`src/rtl/dmem_arbiter.sv`:
```
// Arbiter for the single-port data memory, shared by the CPU data port and the debug/loader port.
// The CPU wins by default, debug is forced through after MAX_WAIT denials, and a lock mode gives debug exclusive use.
module dmem_arbiter #(
  parameter int AW       = 32,
  parameter int DW       = 32,
  parameter int MAX_WAIT = 4
) (
  input  logic          clk,
  input  logic          reset,
  input  logic          cpu_req,
  input  logic          cpu_we,
  input  logic [AW-1:0] cpu_addr,
  input  logic [DW-1:0] cpu_wdata,
  output logic          cpu_stall,
  output logic          cpu_rvalid,
  output logic [DW-1:0] cpu_rdata,
  input  logic          dbg_req,
  input  logic          dbg_we,
  input  logic          dbg_lock,
  input  logic [AW-1:0] dbg_addr,
  input  logic [DW-1:0] dbg_wdata,
  output logic          dbg_gnt,
  output logic          dbg_rvalid,
  output logic [DW-1:0] dbg_rdata,
  output logic          dbg_locked,
  output logic          mem_en,
  output logic          mem_we,
  output logic [AW-1:0] mem_addr,
  output logic [DW-1:0] mem_wdata,
  input  logic [DW-1:0] mem_rdata
);

  // state      | meaning
  // NORMAL     | CPU priority, debug forced after MAX_WAIT denials
  // LOCK_WAIT  | lock requested, draining reads / waiting for a CPU-free cycle
  // LOCKED     | debug owns the memory, CPU held
  typedef enum logic [1:0] {
    ST_NORMAL    = 2'd0,
    ST_LOCK_WAIT = 2'd1,
    ST_LOCKED    = 2'd2
  } state_t;

  localparam logic [3:0] MAX_WAIT_C = 4'(MAX_WAIT);

  state_t     r_state;
  state_t     w_state_nxt;
  state_t     w_state_eff;
  logic [3:0] r_wait_cnt;
  logic [3:0] w_wait_nxt;
  logic [3:0] w_cnt_eff;
  logic       r_rd_pend;
  logic       r_rd_owner;
  logic       w_force;
  logic       w_cpu_sel;
  logic       w_dbg_sel;

  always_ff @(posedge clk) begin
    if (reset) begin
      r_state    <= ST_NORMAL;
      r_wait_cnt <= '0;
      r_rd_pend  <= 1'b0;
      r_rd_owner <= 1'b0;
    end else begin
      r_state    <= w_state_nxt;
      r_wait_cnt <= w_wait_nxt;
      r_rd_pend  <= mem_en & ~mem_we;
      r_rd_owner <= w_dbg_sel;
    end
  end

  // During reset the request path still works, arbitrated as NORMAL with an empty wait count.
  always_comb begin
    w_state_eff = reset ? ST_NORMAL : r_state;
    w_cnt_eff   = reset ? 4'd0 : r_wait_cnt;
    w_force     = (w_cnt_eff == MAX_WAIT_C) & dbg_req;
    w_cpu_sel   = (w_state_eff != ST_LOCKED) & cpu_req & ~w_force;
    w_dbg_sel   = ~w_cpu_sel;

    mem_en    = w_cpu_sel | dbg_req;
    mem_we    = 1'b0;
    mem_addr  = '0;
    mem_wdata = '0;
    if (w_cpu_sel) begin
      mem_we    = cpu_we;
      mem_addr  = cpu_addr;
      mem_wdata = cpu_wdata;
    end else if (dbg_req) begin
      mem_we    = dbg_we;
      mem_addr  = dbg_addr;
      mem_wdata = dbg_wdata;
    end

    dbg_gnt   = dbg_req & w_dbg_sel;
    cpu_stall = cpu_req & ~w_cpu_sel;
  end

  always_comb begin
    w_wait_nxt  = 4'd0;
    w_state_nxt = r_state;

    if (dbg_req & ~dbg_gnt) begin
      w_wait_nxt = (r_wait_cnt >= MAX_WAIT_C) ? MAX_WAIT_C : r_wait_cnt + 4'd1;
    end

    case (r_state)
      ST_NORMAL: begin
        if (dbg_lock) w_state_nxt = ST_LOCK_WAIT;
      end
      ST_LOCK_WAIT: begin
        if (!dbg_lock)                      w_state_nxt = ST_NORMAL;
        else if (!r_rd_pend && !cpu_stall)  w_state_nxt = ST_LOCKED;
      end
      ST_LOCKED: begin
        if (!dbg_lock) w_state_nxt = ST_NORMAL;
      end
      default: w_state_nxt = ST_NORMAL;
    endcase
  end

  always_comb begin
    cpu_rvalid = r_rd_pend & ~r_rd_owner;
    dbg_rvalid = r_rd_pend & r_rd_owner;
    cpu_rdata  = cpu_rvalid ? mem_rdata : '0;
    dbg_rdata  = dbg_rvalid ? mem_rdata : '0;
    dbg_locked = (r_state == ST_LOCKED);
  end

endmodule

```
`config.mk`:
```
export PLATFORM = sky130hd
export DESIGN_NAME = dmem_arbiter
export DESIGN_NICKNAME = d
export VERILOG_FILES = /design/src/rtl/dmem_arbiter.sv
export SDC_FILE = /design/constraint.sdc
export NUM_CORES = 1
export LEC_CHECK = 0
export CAP_MARGIN = 20
export CORE_AREA = 2 2 116 118
export CTS_CLUSTER_DIAMETER = 150
export CTS_CLUSTER_SIZE = 16
export DETAILED_ROUTE_END_ITERATION = 6
export DIE_AREA = 0 0 118 120
export PLACE_DENSITY_LB_ADDON = 0.25
export SLEW_MARGIN = 10
export SYNTH_ARGS = -nofsm -noshare
export SYNTH_HDL_FRONTEND = slang
export SYNTH_SLANG_ARGS = --single-unit
```
`constraint.sdc`:
```
create_clock -name clk -period 4.76 [get_ports clk]
set_input_delay 0.714 -clock clk [delete_from_list [all_inputs] [get_ports clk]]
set_output_delay 0.714 -clock clk [all_outputs]
set_load 0.02 [all_outputs]
```
==> out/qor.yml <==
placed_design:
  place_area_um2: 5185
  dp_hpwl_um: 8541
  place_congestion: 0.7960
  port_buffers: 301
synth:
  netlist_instances: 325
  yosysTopAreaCell: "mux2i_1"
  synth_top_area_share_pct: 31.48
  yosys.cell_types.count: 30
  async_flop_share_pct: 0
  synth_compound_area_share_pct: 1.877
  synth_enable_flop_cells: 0
  yosys-top-cells-area: "mux2i_1, inv_1, nand2_1, and2_1, and3_1"
  avgSynthCellArea_um2: 6.360
  syn_area_um2: 2067
  yosys-mux-area-fraction_pct: 32.02
  synth-seq-cells: 8
  yosysMostFrequentCell: "inv_1"
  synthAdderAreaFrac_pct: 0.6053
  synth_top_family_by_area: "simple AND/OR/NAND/NOR gates"
  synthSimpleGateAreaFrac_pct: 37.89
  yosysSeqAreaShare_pct: 7.748
  synthXorXnorAreaFrac_pct: 0
  synth_common_cells: "inv_1, mux2i_1, nand2_1"
  yosysWarningCount: 0
  syn-num-nets: 493
  synth-main-ff-cell: "dfxtp_1"
route:
  vias: 3113
  dr.first_iter.drc_count: 64
  highest_layer: "met4"
  met3WireLength_um: 917
  dr.pass1.iters: 4
  wl_met2_um: 5570
  ant_nets: 0
  wl_met1_um: 3489
  drt-wirelength-per-cell_um: 12.90
  routed_wl_um: 10090
  vias_per_cell: 3.981
  drc: 0
timing:
  worst_pin_slew_ns: 0.9007
  setup_tns_ns: 0
  layout_min_cycle_time_ns: 4.164
  fin_crit_sh_pct: 87.48
  rsz0062_at_grt: "false"
  setup_viol: 0
  hold_viol_final: 0
  slew_violations: 0
  fmax_ghz: 0.2402
  slew_headroom_pct: 39.87
  fin_skew_ns: 0.0004992
cts:
  clk_latency_ns: 0.23
  cts_sinks: 8
  clkTransAtPathRegs_ns: 0.04
  cts_made_buffers: 3
  ctsResizeCount: 0
  cts_hold_buf: 0
  post_cts_buffers: 0
  cts_root_buf: "clkbuf_16"
  htreeDepth: 1
  tritoncts: "yes"
  cts_max_path_buffers: 2
floorplanning:
  ios: 302
  die_w_um: 118
  start_util_pct: 15.92
  rows: 42
  die_area_um2: 14160
  core_area_um2: 12980
  die_y_um: 120
worst_setup_path:
  worstRegToRegCells: 4
  critPathMostFrequentCell: "clkdlybuf4s50_1"
  start_kind: "primary input"
  crit_chain: "clkdlybuf4s50_1, or4b_4, o211ai_4, buf_12, mux2i_1, clkdlybuf4s50_1"
  reg2reg_to: "r_rd_pend"
  rrSetupSlack_ns: 2.76
  endpoint_kind: "output pin"
  cp.required_ns: 4.05
  critPathMaxStageDelay_ns: 0.65
  cp_slowest_cell: "clkdlybuf4s50_1"
  path_buf_inv: 3
  cp.arrival_ns: 3.45
  critPathMaxFanout: 69
  cpLargestDelayFamily: "buffers and inverters"
  rr_startpoint: "r_wait_cnt[0]"
  critPathKind: "in2out"
hold_path:
  hold_class: "reg2reg"
  hold_path.startpoint: "r_state[1]"
  hold-path-endpoint: "r_state[0]"
  hold_depth: 1
finish:
  antennaDiodeCount: 0
  nFillCells: 1360
  syn_to_final_growth_pct: 154.5
  layout-drive-gt1-share_pct: 1.980
  nets: 776
  final_area_um2: 5260
global_routing:
  grt_pass1_vias: 3163
  grt_max_degree: 71
  antenna_found_initial: 0
  grt_pass1_wl_um: 15080
  grt-ovfl-total: 0
  grt_usage_pct: 13.16
pwr:
  power_density_nw_per_um2: 129.5
  ir_drop_uv: 81.07
  leakage_nw: 2.511
outcome:
  status: "completed"
run:
  cap_violations: 0
## kinds of logic after synthesis
group	Yosys count
adders and majority gates	1
AOI/OAI and AO/OA	4
buffers and inverters	94
DFF	8
muxes	66
other	1
and+or+nand+nor	151
## how the worst max path moves through the flow
stage	start	to	slack (ns)	cells past startpoint
finish	reset	mem_wdata[3]	0.60	6
global route	reset	mem_wdata[0]	0.46	6
CTS	reset	mem_wdata[3]	0.54	6
detailed placement	reset	mem_wdata[3]	0.55	6
global placement	reset	mem_wdata[0]	0.61	6
floorplan	reset	mem_addr[0]	1.71	7
## per-stage QoR
stage / utilization [%] / hold slack (ns) / total power [mW] / cells / setup slack, ns
4_1_cts: 40.52 / 0.4630 / 0.6921 / 782 / 0.5431
3_5_place_dp: 39.95 / 0.4520 / 0.5476 / 779 / 0.5547
3_3_place_gp: 39.95 / 0.4473 / 0.5433 / 779 / 0.6062
5_1_grt: 40.52 / 0.4983 / 0.7198 / 782 / 0.4604
6_report: 40.52 / 0.4581 / 0.6811 / 782 / 0.5961
2_1_floorplan: - / 0.4210 / 0.2706 / 325 / 1.712
## layer usage
layer / up-vias / global-route usage [%]
met5: - / 0
met4: 0 / 3.765
met3: 6 / 3.850
met2: 178 / 27.98
met1: 1355 / 11.68
li1: 1574 / -
## registers in the layout (all words and copies together) (netlist names)
signal and count:
r_rd_owner 1, r_state 2, r_wait_cnt 4, r_rd_pend 1
## final cells by class
type | count | area [um2] | area share [%]
repair buffers | 304 | 3040 | 57.80
multi-input cells | 223 | 1509 | 28.69
inverters | 68 | 255.2 | 4.853
well taps | 176 | 220.2 | 4.186
flip-flops and latches | 8 | 160.2 | 3.045
clock buffers | 3 | 75.07 | 1.427
## power by group
group	internal [mW]	switching (mW)	leakage [nW]	total (mW)
registers	0.0703	0.00889	0.0658	0.0792
clock network	0.108	0.0310	0.0370	0.139
logic	0.271	0.192	2.41	0.463
total	0.449	0.232	2.51	0.681
## layout by cell type (no fill, tap or decap), types with 2 or more instances in the layout
master / n
buf_4: 3
dfxtp_1: 8
nor3_1: 2
clkdlybuf4s50_1: 299
nand2_1: 65
mux2i_1: 65
nor2_1: 4
nor3b_1: 2
and2_1: 36
clkbuf_16: 3
and3_1: 32
inv_1: 68
nand2b_1: 2
(Power assumes the default switching activity.)
